===== config.mk =====
export PLATFORM = sky130hd
export DESIGN_NAME = tone_gen
export DESIGN_NICKNAME = d
export VERILOG_FILES = /design/src/rtl/tone_gen.sv
export SDC_FILE = /design/constraint.sdc
export NUM_CORES = 1
export LEC_CHECK = 0
export BUFFER_PORTS_ARGS = -buffer_cell sky130_fd_sc_hd__buf_2
export CAP_MARGIN = 20
export CELL_PAD_IN_SITES_DETAIL_PLACEMENT = 1
export CELL_PAD_IN_SITES_GLOBAL_PLACEMENT = 1
export CORE_AREA = 8 8 71 73
export DETAILED_ROUTE_END_ITERATION = 10
export DIE_AREA = 0 0 79 81
export GPL_ROUTABILITY_DRIVEN = 0
export PLACE_DENSITY_LB_ADDON = 0.08
export SETUP_SLACK_MARGIN = 0.1
export SYNTH_ARGS = -nofsm -noshare
export SYNTH_HDL_FRONTEND = slang
export SYNTH_SLANG_ARGS = --single-unit

===== constraint.sdc =====
create_clock -name clk -period 2.01 [get_ports clk]
set_input_delay 0.402 -clock clk [delete_from_list [all_inputs] [get_ports clk]]
set_output_delay 0.402 -clock clk [all_outputs]
set_load 0.02 [all_outputs]

===== src/rtl/tone_gen.sv =====
// rtl/tone_gen.sv - square-wave tone generator with prescaled half-period counter
// Optional attenuation register and amplitude table: define TONE_GEN_ATTEN_EN.
// The "edge" pulse output is named phase_edge because edge is a reserved word.
module tone_gen #(
  parameter int PRESCALE = 16
) (
  input  logic       clk,
  input  logic       rst_n,
  input  logic       wr_en,
  input  logic       wr_sel,
  input  logic [9:0] wr_data,
  output logic [7:0] tone_out,
  output logic       phase,
  output logic       phase_edge
);

  localparam logic [7:0] PRE_MAX = 8'(PRESCALE - 1);

  logic [7:0]  pre_cnt;
  logic        tick;
  // One bit wider than the period so a loaded 1024 is distinguishable from
  // the post-reset 0, which must reload on the first tick.
  logic [10:0] cnt;
  logic [9:0]  period_reg;
  logic        reload;
  logic        phase_nxt;
  logic        edge_nxt;
  logic [7:0]  amp_level;

  assign tick   = (pre_cnt == PRE_MAX);
  assign reload = tick && (cnt <= 11'd1);

  // Prescaler: free-running 0..PRESCALE-1, never disturbed by writes.
  always_ff @(posedge clk) begin
    if (!rst_n) begin
      pre_cnt <= 8'd0;
    end else if (tick) begin
      pre_cnt <= 8'd0;
    end else begin
      pre_cnt <= pre_cnt + 8'd1;
    end
  end

  // Half-period down-counter; reloads from the period register as it stands
  // in the reload cycle, so a coincident write applies one reload later.
  always_ff @(posedge clk) begin
    if (!rst_n) begin
      cnt <= 11'd0;
    end else if (reload) begin
      cnt <= {(period_reg == 10'd0), period_reg};
    end else if (tick) begin
      cnt <= cnt - 11'd1;
    end
  end

  // Next phase/edge: period 1 pins the level high instead of toggling.
  always_comb begin
    phase_nxt = phase;
    edge_nxt  = 1'b0;
    if (reload) begin
      if (period_reg == 10'd1) begin
        phase_nxt = 1'b1;
        edge_nxt  = ~phase;
      end else begin
        phase_nxt = ~phase;
        edge_nxt  = 1'b1;
      end
    end
  end

  // Registered outputs, all updated together.
  always_ff @(posedge clk) begin
    if (!rst_n) begin
      phase      <= 1'b0;
      phase_edge <= 1'b0;
      tone_out   <= 8'h00;
    end else begin
      phase      <= phase_nxt;
      phase_edge <= edge_nxt;
      tone_out   <= phase_nxt ? amp_level : 8'h00;
    end
  end

  // Period register write; reset wins over a same-cycle write.
  always_ff @(posedge clk) begin
    if (!rst_n) begin
      period_reg <= 10'd0;
    end else if (wr_en && !wr_sel) begin
      period_reg <= wr_data;
    end
  end

`ifdef TONE_GEN_ATTEN_EN
  logic [3:0] atten_reg;

  // Attenuation register write.
  always_ff @(posedge clk) begin
    if (!rst_n) begin
      atten_reg <= 4'd0;
    end else if (wr_en && wr_sel) begin
      atten_reg <= wr_data[3:0];
    end
  end

  // Amplitude lookup, roughly -2 dB per step down to silence.
  always_comb begin
    amp_level = 8'd0;
    case (atten_reg)
      4'd0:  amp_level = 8'd255;
      4'd1:  amp_level = 8'd203;
      4'd2:  amp_level = 8'd161;
      4'd3:  amp_level = 8'd128;
      4'd4:  amp_level = 8'd102;
      4'd5:  amp_level = 8'd81;
      4'd6:  amp_level = 8'd64;
      4'd7:  amp_level = 8'd51;
      4'd8:  amp_level = 8'd40;
      4'd9:  amp_level = 8'd32;
      4'd10: amp_level = 8'd26;
      4'd11: amp_level = 8'd20;
      4'd12: amp_level = 8'd16;
      4'd13: amp_level = 8'd13;
      4'd14: amp_level = 8'd10;
      default: amp_level = 8'd0;
    endcase
  end
`else
  assign amp_level = 8'hFF;
`endif

endmodule


# [Word level (Yosys, flattened, before mapping)]
# Cells that the tools add are included.
[totals] regBits=39 output_inout_bits=10 word_cells=26
[op_classes] add_sub_neg=2 order_cmp=1 eq_ne=2 mux=6 n_bitwise=2 reduce_logical=7
[op_table] operator="11-bit two-way mux" count=2
[op_table] operator="11-bit by 1-bit less-or-equal comparator with 1-bit output (second input constant)" count=1
[op_table] operator="11-bit by 1-bit subtractor with 11-bit output (second input constant)" count=1
[op_table] operator="10-bit by 1-bit equality test with 1-bit output (second input constant)" count=1
[op_table] operator="10-bit logical NOT" count=1
[op_table] operator="8-bit by 1-bit adder with 8-bit output (second input constant)" count=1
[op_table] operator="8-bit by 4-bit equality test with 1-bit output (second input constant)" count=1
[op_table] operator="8-bit two-way mux" count=1
[op_table] operator="1-bit two-way mux" count=3
[op_table] operator="1-bit logical AND" count=2
[op_table] operator="1-bit inverter" count=2
[op_table] operator="2-bit AND reduction" count=1
[op_table] operator="2-bit nonzero test" count=1
[op_table] operator="2-bit OR reduction" count=1
[op_table] operator="1-bit logical NOT" count=1

# [Longest topological paths before layout]
# Gate-level depths: netlist of the first run.
[depth] ltp_word=4 mapped_depth=6 mapped_depth_nobuf=6

# [Least setup slack after synthesis of the first run]
# OpenSTA, ideal clock, no wires.
[synth_timing] path_kind="reg-to-reg" startpoint="reg cnt[0]" endpoint="reg cnt[10]" setup_time_ns=0.123 arrival_ns=1.523 required_ns=1.887 path_slack_ns=0.364 path_stages_with_launch=7 n_path_buf=0 period_less_slack_ns=1.646 path_cell_list="dfxtp_1 inv_1 ha_1 or4b_1 o31a_1 o21ai_1 a31oi_1"
[synth_via] elab_chain_cells=3
[synth_rtl] element="start, declared" line="23" text="logic [10:0] cnt;"
[synth_rtl] element="start signal, assigned" line="50" text="cnt <= {(period_reg == 10'd0), period_reg};"
[synth_rtl] element="start signal, assigned" line="52" text="cnt <= cnt - 11'd1;"
[synth_rtl] element="11-bit by 1-bit subtractor with 11-bit output or 11-bit by 1-bit less-or-equal comparator with 1-bit output (tied branches)" line="52, 31"
[synth_rtl] element="11-bit two-way mux or 1-bit logical AND (tied branches)" line="51, 31"
[synth_rtl] element="11-bit two-way mux or 2-bit nonzero test (tied branches)"
# Several ways; a longest one is shown, not always the timed one. The select of a mux whose other input is x is not followed.
# A chain may end at the register's enable or synchronous reset.

# [Worst setup path in the final report of the first run]
# Ends and elaborated chain as after synthesis.

==> results of run 1 <==
cell type report:
type | instances | area share, %
multi-input combinational | 139 | 47.2
sequential | 31 | 34.7
timing repair buffer | 29 | 8.96
clock buffer | 7 | 4.27
tap | 50 | 3.50
inverter | 5 | 1.05
clock inverter | 1 | 0.280
through the flow:
stage	setup slack, ps	total power [W]	utilization [%]	cell area, sq um	cells
global route	109	0.00124	45.7	1790	262
floorplan	364	0.000692	-	1570	190
global placement	277	0.000718	43.4	1700	254
detailed placement	189	0.000722	43.4	1700	254
finish	221	0.00118	45.7	1790	262
CTS	178	0.00120	45.5	1780	262
power breakdown:
| group | total [W] | internal (W) | switching, W |
|---|---|---|---|
| clock network | 0.000476 | 0.000243 | 0.000233 |
| logic | 0.0000666 | 0.0000284 | 0.0000382 |
| registers | 0.000640 | 0.000629 | 0.0000118 |
| total | 0.00118 | 0.000900 | 0.000283 |
layer usage:
layer	GRT usage, %	wire length, microns	vias to the layer above	part of all wire (%)
li1	-	-	713	-
met1	15.6	1780	696	42
met2	24.7	2140	34	50
met3	4.86	248	15	5.8
met4	6.67	95	0	2.2
met5	0	0	-	0
repair_timing:
action | 4_1_cts | 5_1_grt
endpoints found under the hold margin | 0 | 0
hold buffers | 0 | 0
resized for setup | 0 | 2
setup endpoints to repair | 0 | 4
critical path, stage by stage (launching register included):
cell                      delay (ps)
sky130_fd_sc_hd__dfxtp_1         340
sky130_fd_sc_hd__inv_1           110
sky130_fd_sc_hd__ha_1            230
sky130_fd_sc_hd__or4b_4          510
sky130_fd_sc_hd__o31a_1          250
sky130_fd_sc_hd__o21ai_1         140
sky130_fd_sc_hd__a31oi_1          90
layout by cell type (no fill, tap or decap), types with 4 or more instances in the layout:
cell,count
sky130_fd_sc_hd__a21oi_1,16
sky130_fd_sc_hd__buf_2,23
sky130_fd_sc_hd__buf_4,6
sky130_fd_sc_hd__clkbuf_8,5
sky130_fd_sc_hd__dfxtp_1,31
sky130_fd_sc_hd__inv_1,4
sky130_fd_sc_hd__mux2i_1,4
sky130_fd_sc_hd__nand2_1,31
sky130_fd_sc_hd__nand3_1,8
sky130_fd_sc_hd__nor2_1,13
sky130_fd_sc_hd__nor3_1,8
sky130_fd_sc_hd__o21ai_0,4
sky130_fd_sc_hd__o31ai_1,4
sky130_fd_sc_hd__or3_1,4
kinds of logic (layout without fill, tap and decap cells):
logic type / after synthesis / in the layout / share of synthesized area [%]
AO/OA/AOI/OAI: 42 / 42 / 17.5
XOR/XNOR: 4 / 4 / 2.23
adder cells (fa/ha/maj): 3 / 3 / 2.39
buffers and inverters: 20 / 42 / 7.02
flip-flops: 31 / 31 / 39.6
multiplexers: 4 / 4 / 2.55
AND/OR/NAND/NOR: 86 / 86 / 28.8
how the worst max path moves through the flow:
stage | startpoint | to
finish | cnt[0] | cnt[10]
floorplan | cnt[0] | cnt[10]
detailed placement | cnt[0] | cnt[10]
global placement | cnt[0] | cnt[10]
CTS | cnt[0] | cnt[10]
global route | cnt[0] | cnt[10]
==> impl_metrics.sql, run 1 <==
INSERT INTO impl_metrics (metric_group, metric, value, unit) VALUES
('yosys', 'synth_edf_count', '0', ''),
('routing', 'drcViolationCount', '0', ''),
('setup_path', 'cp-start-kind', 'flip-flop', ''),
('global_route', 'antenna_found_initial', '0', ''),
('clocking', 'clock_tree.htree_level_count', '2', ''),
('floorplanning', 'floorplan.initialDensity', '40.1', '%'),
('yosys', 'synth_area_leader_cell', 'sky130_fd_sc_hd__dfxtp_1', ''),
('routing', 'totalWireLength', '4260', 'microns'),
('sta', 'final_hold_viol_count', '0', ''),
('yosys', 'sequential_fraction_of_the_synthesis_area', '39.6', '%'),
('finish', 'largest_reg_flops', '11', ''),
('floorplanning', 'row_count', '23', ''),
('sta', 'report.final.slew_viol_count', '0', ''),
('worst_hold_path', 'worst_hold_path.endpoint', 'period_reg[3]', ''),
('yosys', 'yosys_warnings', '0', ''),
('global_route', 'grt_max_degree', '15', ''),
('global_route', 'vias_in_the_first_global_route', '1563', ''),
('setup_path', 'worst-endpoint-arrival', '1950', 'ps'),
('placed_design', 'io_buffer_count', '23', ''),
('routing', 'wire_per_inst', '16.3', 'microns'),
('yosys', 'synthDistinctLibCells', '40', ''),
('finish', 'antennaDiodeCount', '0', ''),
('setup_path', 'critPathCaptureType', 'flip-flop', ''),
('sta', 'fin_hold_ws', '355', 'ps'),
('worst_hold_path', 'worstHoldPathType', 'input pin to flip-flop', ''),
('setup_path', 'crit_path_max_fanout', '5', ''),
('finish', 'nets', '228', ''),
('worst_hold_path', 'holdCritStartpoint', 'wr_data[3]', ''),
('clocking', 'post-cts-setup-buffer-count', '0', ''),
('setup_path', 'worst-r2r-cell-count', '6', ''),
('sta', 'worst_slew_margin_rel', '58.4', '%'),
('sta', 'finalSetupViolCount', '0', ''),
('sta', 'min_period', '1790', 'ps'),
('clocking', 'clk_pin_slew_worst_paths', '70', 'ps'),
('global_route', 'grtUsageTotal', '14.3', '%'),
('clocking', 'clock_tree_from_tritoncts', 'done', ''),
('yosys', 'syn-num-nets', '207', ''),
('setup_path', 'critical_path_class', 'flip-flop to flip-flop', ''),
('finish', 'area.growth.synth_to_final', '14.0', '%'),
('power', 'vdd.ir_drop.worst', '0.318', 'mV'),
('clocking', 'clk-insertion-delay-late', '280', 'ps'),
('finish', 'multi_input_comb_area', '845', 'sq um'),
('yosys', 'synthesis.instances', '190', ''),
('setup_path', 'r2r_start', 'cnt[0]', ''),
('floorplanning', 'die_w', '79', 'microns'),
('setup_path', 'timing.critical_path.required', '2170', 'ps'),
('finish', 'fillerInstances', '494', ''),
('job', 'timing.max_cap.violations', '0', ''),
('yosys', 'async_flop_share', '0', '%'),
('routing', 'avgViaCountPerCell', '5.56', ''),
('setup_path', 'r2r-end', 'cnt[10]', ''),
('routing', 'antenna_violating_nets_post_route', '0', ''),
('clocking', 'clockBufferDepth', '2', ''),
('sta', 'clock.fmax', '559', 'MHz'),
('floorplanning', 'floorplan_die_area', '6400', 'sq um'),
('sta', 'worstMarginPinSlew', '623', 'ps'),
('run_status', 'status', 'complete, no violations', ''),
('finish', 'post_route_cells_drive_above_1_share', '19.8', '%'),
('sta', 'layout_worst_path_cycle_share', '89.0', '%'),
('clocking', 'numCtsBuffers', '5', ''),
('floorplanning', 'die_h', '81', 'microns'),
('global_route', 'grt_first_pass_wirelength', '7240', 'microns'),
('routing', 'violation_count_after_the_first_detailed_routing_iteration', '81', ''),
('sta', 'unrepaired_setup_endpoints_after_global_routing', 'false', ''),
('floorplanning', 'design.core.area', '3910', 'sq um'),
('sta', 'fin_setup_tns', '0', 'ps'),
('power', 'p_per_area', '661', 'nW/um^2'),
('clocking', 'clk_tree_root_cell', 'sky130_fd_sc_hd__clkbuf_8', ''),
('yosys', 'ys_top_cells_by_count', '31 x sky130_fd_sc_hd__dfxtp_1, 31 x sky130_fd_sc_hd__nand2_1, 16 x sky130_fd_sc_hd__a21oi_1', ''),
('yosys', 'synthFlopType', 'sky130_fd_sc_hd__dfxtp_1', ''),
('sta', 'clock_skew', '7.77', 'ps');
Note: power is estimated with default switching activity, not from simulation.
==> inputs of run 2 (changes only) <==
--- a/config.mk
+++ b/config.mk
@@ -5,13 +5,14 @@
 export SDC_FILE = /design/constraint.sdc
 export NUM_CORES = 1
 export LEC_CHECK = 0
+export ABC_CLOCK_PERIOD_IN_PS = 1800
 export BUFFER_PORTS_ARGS = -buffer_cell sky130_fd_sc_hd__buf_2
 export CAP_MARGIN = 20
 export CELL_PAD_IN_SITES_DETAIL_PLACEMENT = 1
 export CELL_PAD_IN_SITES_GLOBAL_PLACEMENT = 1
-export CORE_AREA = 8 8 71 73
+export CORE_AREA = 10 10 73 75
 export DETAILED_ROUTE_END_ITERATION = 10
-export DIE_AREA = 0 0 79 81
+export DIE_AREA = 0 0 83 85
 export GPL_ROUTABILITY_DRIVEN = 0
 export PLACE_DENSITY_LB_ADDON = 0.08
 export SETUP_SLACK_MARGIN = 0.1
==> constraint.sdc (replaced) <==
create_clock -name clk -period 1.8 [get_ports clk]
set_input_delay 0.36 -clock clk [delete_from_list [all_inputs] [get_ports clk]]
set_output_delay 0.36 -clock clk [all_outputs]
set_load 0.02 [all_outputs]
==> run 2 against run 1 <==
Against the previous run: clock skew grew 1.9 ps; final cell count grew 4.2%; critical path depth shrank 1; worst hold slack lost 48 ps; global-route usage shrank 1.6 points; die area grew 10%; clock power grew 29%; maximum frequency grew 4.1%; critical path type unchanged; largest power group unchanged; highest routed layer unchanged.
==> impl_metrics.sql, run 2 (synthesis results as in run 1) <==
INSERT INTO impl_metrics (metric_group, metric, value, unit) VALUES
('routing', 'violation_count_after_the_first_detailed_routing_iteration', '46', ''),
('global_route', 'antenna_found_initial', '0', ''),
('setup_path', 'r2r-end', 'cnt[10]', ''),
('setup_path', 'cp_cell_sequence', 'nor4_4, buf_4, o2111ai_2, or3_1, a31oi_1', ''),
('setup_path', 'cp_num_buf_inv', '1', ''),
('global_route', 'vias_in_the_first_global_route', '1605', ''),
('finish', 'largest_reg_flops', '11', ''),
('clocking', 'clock_tree.htree_level_count', '2', ''),
('global_route', 'grt_first_pass_wirelength', '7630', 'microns'),
('setup_path', 'crit_path_max_fanout', '7', ''),
('worst_hold_path', 'min_delay_path_depth', '3', ''),
('run_status', 'status', 'complete, no violations', ''),
('finish', 'most-common-layout-cells', '30 x sky130_fd_sc_hd__nand2_1, 28 x sky130_fd_sc_hd__dfxtp_1, 23 x sky130_fd_sc_hd__buf_2, 16 x sky130_fd_sc_hd__a21oi_1', ''),
('power', 'power_frac_comb', '5.7', '%'),
('sta', 'unrepaired_setup_endpoints_after_global_routing', 'true', ''),
('floorplanning', 'floorplan_die_area', '7060', 'sq um'),
('sta', 'report.final.slew_viol_count', '0', ''),
('setup_path', 'timing.critical_path.slowest_stage_cell', 'sky130_fd_sc_hd__or3_1', ''),
('clocking', 'clk-insertion-delay-late', '290', 'ps'),
('power', 'total_power', '0.00141', 'W'),
('clocking', 'clock_tree_from_tritoncts', 'done', ''),
('power', 'proportion_of_power_drawn_by_flip_flops_and_latches', '50.7', '%'),
('global_route', 'grt_max_degree', '14', ''),
('global_route', 'grtUsageTotal', '12.7', '%'),
('sta', 'finalSetupViolCount', '0', ''),
('clocking', 'tritoncts_num_sinks', '31', ''),
('placed_design', 'io_buffer_count', '23', ''),
('sta', 'layout_worst_path_cycle_share', '95.5', '%'),
('finish', 'nets', '239', ''),
('job', 'timing.max_cap.violations', '0', ''),
('sta', 'min_period', '1720', 'ps'),
('routing', 'number_of_detailed_routing_iterations_run_before_antenna_repair', '4', ''),
('setup_path', 'timing.critical_path.required', '2000', 'ps'),
('sta', 'final_hold_viol_count', '0', ''),
('sta', 'worst_slew_margin_rel', '58.6', '%'),
('floorplanning', 'die_h', '85', 'microns'),
('power', 'p_per_area', '710', 'nW/um^2'),
('setup_path', 'worst_r2r_setup_slack', '80', 'ps'),
('floorplanning', 'floorplan.initialDensity', '40.1', '%'),
('power', 'vdd.ir_drop.worst', '0.357', 'mV'),
('routing', 'drcViolationCount', '0', ''),
('worst_hold_path', 'worstHoldPathType', 'input pin to flip-flop', ''),
('finish', 'area.growth.synth_to_final', '26.3', '%'),
('routing', 'antenna_violating_nets_post_route', '0', ''),
('worst_hold_path', 'worst_hold_path.endpoint', 'period_reg[2]', ''),
('finish', 'postLayoutCellArea', '1980', 'sq um'),
('setup_path', 'r2r_start', 'cnt[5]', ''),
('floorplanning', 'die_w', '83', 'microns'),
('placed_design', 'dpl.hpwl', '3360', 'microns'),
('sta', 'fin_ws', '80.8', 'ps'),
('placed_design', 'place_worst_setup_slack', '31.6', 'ps'),
('placed_design', 'place_area', '1750', 'sq um'),
('clocking', 'clockBufferDepth', '2', ''),
('global_route', 'grt_overflow', '0', ''),
('floorplanning', 'design.portCount', '24', ''),
('sta', 'fin_hold_ws', '307', 'ps'),
('power', 'pwr-share-clk', '43.6', '%'),
('setup_path', 'cpPeakStageDelay', '440', 'ps'),
('sta', 'fin_setup_tns', '0', 'ps'),
('floorplanning', 'row_count', '23', ''),
('finish', 'post_route_cells_drive_above_1_share', '30.5', '%'),
('setup_path', 'worst-endpoint-arrival', '1920', 'ps'),
('setup_path', 'critPathCaptureType', 'flip-flop', ''),
('power', 'cell_internal_pwr', '0.00108', 'W'),
('finish', 'multi_input_comb_area', '892', 'sq um'),
('clocking', 'numCtsBuffers', '5', ''),
('finish', 'layout_commonest_cell', 'sky130_fd_sc_hd__nand2_1', ''),
('setup_path', 'path_delay_family', 'simple AND/OR/NAND/NOR gates', ''),
('finish', 'fillerInstances', '484', ''),
('clocking', 'cts.hold.buffers_added', '0', ''),
('sta', 'clock_skew', '9.69', 'ps'),
('power', 'static-leakage-power', '0.781', 'nW'),
('floorplanning', 'design.core.area', '3910', 'sq um'),
('setup_path', 'cp-start-kind', 'flip-flop', ''),
('finish', 'register_area', '627', 'sq um'),
('finish', 'antennaDiodeCount', '0', ''),
('setup_path', 'critical_path_class', 'flip-flop to flip-flop', ''),
('sta', 'worstMarginPinSlew', '620', 'ps'),
('clocking', 'clk_tree_root_cell', 'sky130_fd_sc_hd__clkbuf_8', ''),
('clocking', 'clk_pin_slew_worst_paths', '70', 'ps'),
('power', 'power.switching_fraction', '23.2', '%'),
('routing', 'avgViaCountPerCell', '5.49', ''),
('setup_path', 'worst-r2r-cell-count', '5', ''),
('routing', 'wire_per_inst', '17.2', 'microns'),
('power', 'power_switching', '0.000326', 'W'),
('routing', 'num_vias', '1500', ''),
('sta', 'clock.fmax', '582', 'MHz'),
('routing', 'totalWireLength', '4700', 'microns'),
('worst_hold_path', 'holdCritStartpoint', 'wr_data[2]', '');
[run 2: cell count changes in the layout (fill, tap and decap cells not counted), sizes merged]
cell,previous run,this run
clkinvlp,0,1
clkinv,2,1
buf,29,40
[run 2: what timing repair did]
item / 4_1_cts / 5_1_grt
resized for setup: 3 / 18
pin swaps: 0 / 5
setup endpoints to repair: 2 / 12
hold endpoints to repair: 0 / 0
buffers inserted: 0 / 5
[run 2: routing by layer]
metal / global-route usage (%) / part of all wire [%]
met2: 22.1 / 53
met3: 3.06 / 4.1
met1: 14.6 / 42
met5: 0 / 0
met4: 5.11 / 1.1
[run 2: layout make-up]
cell class	instances	share of cell area, %
repair buffers	40	13.9
clock buffers	7	4.86
multi-input cells	139	45.0
clock inverters	1	0.379
well taps	50	3.16
inverters	5	1.07
flip-flops and latches	31	31.6
[run 2: power by group through the flow]
stage                     clock, W  sequential, W  combinational [W]
after detailed placement         0       0.000731          0.0000778
after floorplan                  0       0.000726          0.0000466
after CTS                 0.000636       0.000715          0.0000784
after global placement           0       0.000730          0.0000736
final                     0.000614       0.000714          0.0000806
after global routing      0.000659       0.000716          0.0000922
[run 2: worst max path at each step]
stage                       from      end  slack [ps]  cells after the start
final                     cnt[5]  cnt[10]          80                      5
after detailed placement  cnt[0]  cnt[10]          30                      6
after global placement    cnt[0]  cnt[10]         120                      6
after floorplan           cnt[0]  cnt[10]         150                      6
after CTS                 cnt[5]  cnt[10]          90                      4
after global routing      cnt[5]  cnt[10]          30                      4
[run 2: worst min-delay path, stage by stage]
cell and delay (ps):
sky130_fd_sc_hd__buf_2 100, sky130_fd_sc_hd__nand2_1 40, sky130_fd_sc_hd__a21oi_1 50
[run 2: metrics by stage]
step / utilization, % / cells
finish: 50.6 / 273
global placement: 44.6 / 260
floorplan: - / 190
CTS: 47.4 / 268
global route: 50.6 / 273
detailed placement: 44.6 / 260
==> inputs of run 3 (changes only) <==
--- a/config.mk
+++ b/config.mk
@@ -10,9 +10,9 @@
 export CAP_MARGIN = 20
 export CELL_PAD_IN_SITES_DETAIL_PLACEMENT = 1
 export CELL_PAD_IN_SITES_GLOBAL_PLACEMENT = 1
-export CORE_AREA = 10 10 73 75
+export CORE_AREA = 10 10 81 69
 export DETAILED_ROUTE_END_ITERATION = 10
-export DIE_AREA = 0 0 83 85
+export DIE_AREA = 0 0 91 79
 export GPL_ROUTABILITY_DRIVEN = 0
 export PLACE_DENSITY_LB_ADDON = 0.08
 export SETUP_SLACK_MARGIN = 0.1
==> run 3 against run 2 <==
Against the previous run: clock skew decreased by 5.5 ps; first-iteration DRC count is 100% higher; clock power increased by 14%; sequential power barely moved; final cell count up 1.8%; global-route usage rose by 0.56 points; largest cell class unchanged; largest power group unchanged.
==> impl_metrics.sql, run 3 (synthesis results as in run 1) <==
INSERT INTO impl_metrics (metric_group, metric, value, unit) VALUES
('routing', 'totalWireLength', '4670', 'microns'),
('routing', 'met3_length', '270', 'microns'),
('placed_design', 'io_buffer_count', '23', ''),
('routing', 'met2_routed_wirelength', '2140', 'microns'),
('setup_path', 'crit_path_max_fanout', '13', ''),
('sta', 'layout_worst_path_cycle_share', '91.9', '%'),
('setup_path', 'critical_path_cell_count', '6', ''),
('job', 'timing.max_cap.violations', '0', ''),
('floorplanning', 'die_w', '91', 'microns'),
('floorplanning', 'design.core.area', '4050', 'sq um'),
('setup_path', 'cp-start-kind', 'flip-flop', ''),
('setup_path', 'critical_path.most_common_cell', 'sky130_fd_sc_hd__buf_4', ''),
('setup_path', 'timing.critical_path.from', 'cnt[6]', ''),
('clocking', 'clock_tree_from_tritoncts', 'done', ''),
('floorplanning', 'design.portCount', '24', ''),
('run_status', 'status', 'complete, no violations', ''),
('finish', 'area.growth.synth_to_final', '23.7', '%'),
('routing', 'number_of_detailed_routing_iterations_run_before_antenna_repair', '4', ''),
('routing', 'num_vias', '1514', ''),
('clocking', 'numCtsBuffers', '5', ''),
('clocking', 'clk_pin_slew_worst_paths', '70', 'ps'),
('placed_design', 'dpl.hpwl', '3400', 'microns'),
('power', 'p_per_area', '770', 'nW/um^2'),
('routing', 'drt-met1-wl', '2140', 'microns'),
('finish', 'fillerInstances', '525', ''),
('setup_path', 'r2r_start', 'cnt[6]', ''),
('routing', 'wire_per_inst', '16.8', 'microns'),
('sta', 'worstMarginPinSlew', '610', 'ps'),
('sta', 'unrepaired_setup_endpoints_after_global_routing', 'true', ''),
('global_route', 'grt_first_pass_wirelength', '7850', 'microns'),
('routing', 'drcViolationCount', '0', ''),
('setup_path', 'setup_crit_end', 'cnt[1]', ''),
('floorplanning', 'die_h', '79', 'microns'),
('sta', 'clock.fmax', '605', 'MHz'),
('power', 'vdd.ir_drop.worst', '0.520', 'mV'),
('power', 'static-leakage-power', '0.780', 'nW'),
('sta', 'min_period', '1650', 'ps'),
('setup_path', 'worst-endpoint-arrival', '1860', 'ps'),
('setup_path', 'cpPeakStageDelay', '370', 'ps'),
('finish', 'largest_reg_flops', '11', ''),
('setup_path', 'timing.critical_path.required', '2000', 'ps'),
('floorplanning', 'row_count', '21', ''),
('finish', 'most-common-layout-cells', '30 x sky130_fd_sc_hd__nand2_1, 29 x sky130_fd_sc_hd__dfxtp_1, 23 x sky130_fd_sc_hd__buf_2, 16 x sky130_fd_sc_hd__a21oi_1, 14 x sky130_fd_sc_hd__buf_4', ''),
('sta', 'final_hold_viol_count', '0', ''),
('setup_path', 'critical_path_class', 'flip-flop to flip-flop', ''),
('floorplanning', 'floorplan_die_area', '7190', 'sq um'),
('floorplanning', 'floorplan.initialDensity', '38.8', '%'),
('setup_path', 'cp_num_buf_inv', '2', ''),
('setup_path', 'path_delay_family', 'simple AND/OR/NAND/NOR gates', ''),
('sta', 'fin_ws', '146', 'ps'),
('finish', 'antennaDiodeCount', '0', ''),
('global_route', 'antenna_found_initial', '0', ''),
('clocking', 'clockBufferDepth', '2', ''),
('routing', 'top_signal_layer_used', 'met4', ''),
('clocking', 'clk-insertion-delay-late', '290', 'ps'),
('global_route', 'grtUsageTotal', '13.3', '%'),
('clocking', 'cts.hold.buffers_added', '0', ''),
('clocking', 'clock_tree.htree_level_count', '2', ''),
('global_route', 'grt_overflow', '0', ''),
('setup_path', 'timing.critical_path.slowest_stage_cell', 'sky130_fd_sc_hd__dfxtp_1', ''),
('sta', 'report.final.slew_viol_count', '0', ''),
('sta', 'finalSetupViolCount', '0', ''),
('setup_path', 'worst_r2r_setup_slack', '150', 'ps'),
('finish', 'post_route_cells_drive_above_1_share', '28.1', '%'),
('global_route', 'grt_max_degree', '14', ''),
('finish', 'layout_commonest_cell', 'sky130_fd_sc_hd__nand2_1', ''),
('routing', 'antenna_violating_nets_post_route', '0', ''),
('sta', 'clock_skew', '4.17', 'ps'),
('routing', 'avgViaCountPerCell', '5.45', ''),
('routing', 'violation_count_after_the_first_detailed_routing_iteration', '93', ''),
('setup_path', 'worst-r2r-cell-count', '6', ''),
('setup_path', 'critPathCaptureType', 'flip-flop', ''),
('placed_design', 'place_worst_setup_slack', '62.8', 'ps'),
('setup_path', 'cp_cell_sequence', 'nor4_4, buf_4, o2111ai_2, buf_4, and2_1, o31ai_2', ''),
('global_route', 'vias_in_the_first_global_route', '1601', ''),
('clocking', 'clk_tree_root_cell', 'sky130_fd_sc_hd__clkbuf_8', ''),
('setup_path', 'r2r-end', 'cnt[1]', ''),
('clocking', 'tritoncts_num_sinks', '31', ''),
('sta', 'worst_slew_margin_rel', '59.3', '%'),
('sta', 'fin_setup_tns', '0', 'ps'),
('finish', 'nets', '237', ''),
('worst_hold_path', 'worstHoldPathType', 'input pin to flip-flop', '');
run 3: changes by cell type in the layout (fill, tap and decap cells not counted), sizes merged:
cell,before,now
buf,40,38
clkinv,1,3
bufinv,0,1
clkinvlp,1,0
clkbuf,7,5
run 3: per-layer routing:
metal,track usage [%],up-vias
met3,4.14,13
met2,20.5,44
met1,16.8,725
met5,0,-
met4,5.63,0
li1,-,732
run 3: cell type report:
class / instances / area [sq um] / share of cell area, %
Sequential cell: 31 / 623 / 32.1
Inverter: 5 / 18.8 / 0.967
Timing Repair Buffer: 38 / 231 / 11.9
Multi-Input combinational cell: 139 / 883 / 45.5
Clock buffer: 5 / 68.8 / 3.55
Clock inverter: 3 / 43.8 / 2.26
Tap cell: 57 / 71.3 / 3.68
run 3: tightest hold or removal path, delay by kind of cell:
family / cells / cell delay [ps]
buf+inv: 1 / 100
simple gates: 1 / 40
compound gates: 1 / 50
run 3: worst min path at each step:
stage                     from       endpoint  slack (ps)  cells after the start
finish              wr_data[4]  period_reg[4]         300                      3
global route        wr_data[4]  period_reg[4]         300                      3
CTS                 wr_data[2]  period_reg[2]         300                      3
detailed placement  pre_cnt[0]     pre_cnt[0]         450                      1
global placement    pre_cnt[0]     pre_cnt[0]         430                      1
floorplan           pre_cnt[0]     pre_cnt[0]         420                      1
run 3: stage by stage:
stage / area, sq um / total power, W / instances / hold slack (ps) / utilization, %
after CTS: 1870 / 0.00151 / 275 / 299 / 46.2
after floorplan: 1570 / 0.000773 / 190 / 418 / -
final: 1940 / 0.00150 / 278 / 301 / 48.0
after global routing: 1940 / 0.00155 / 278 / 302 / 48.0
after detailed placement: 1750 / 0.000807 / 267 / 447 / 43.4
after global placement: 1750 / 0.000802 / 267 / 433 / 43.4
run 3: repair_timing:
item,in CTS,in global routing
buffers inserted,0,3
gates resized for setup,1,14
pin swaps,1,4
setup endpoints to repair,2,11
run 3: report_power, final:
group / internal (W) / switching [W]
registers: 0.000702 / 0.0000141
clock network: 0.000412 / 0.000291
logic: 0.0000318 / 0.0000450
total: 0.00115 / 0.000350
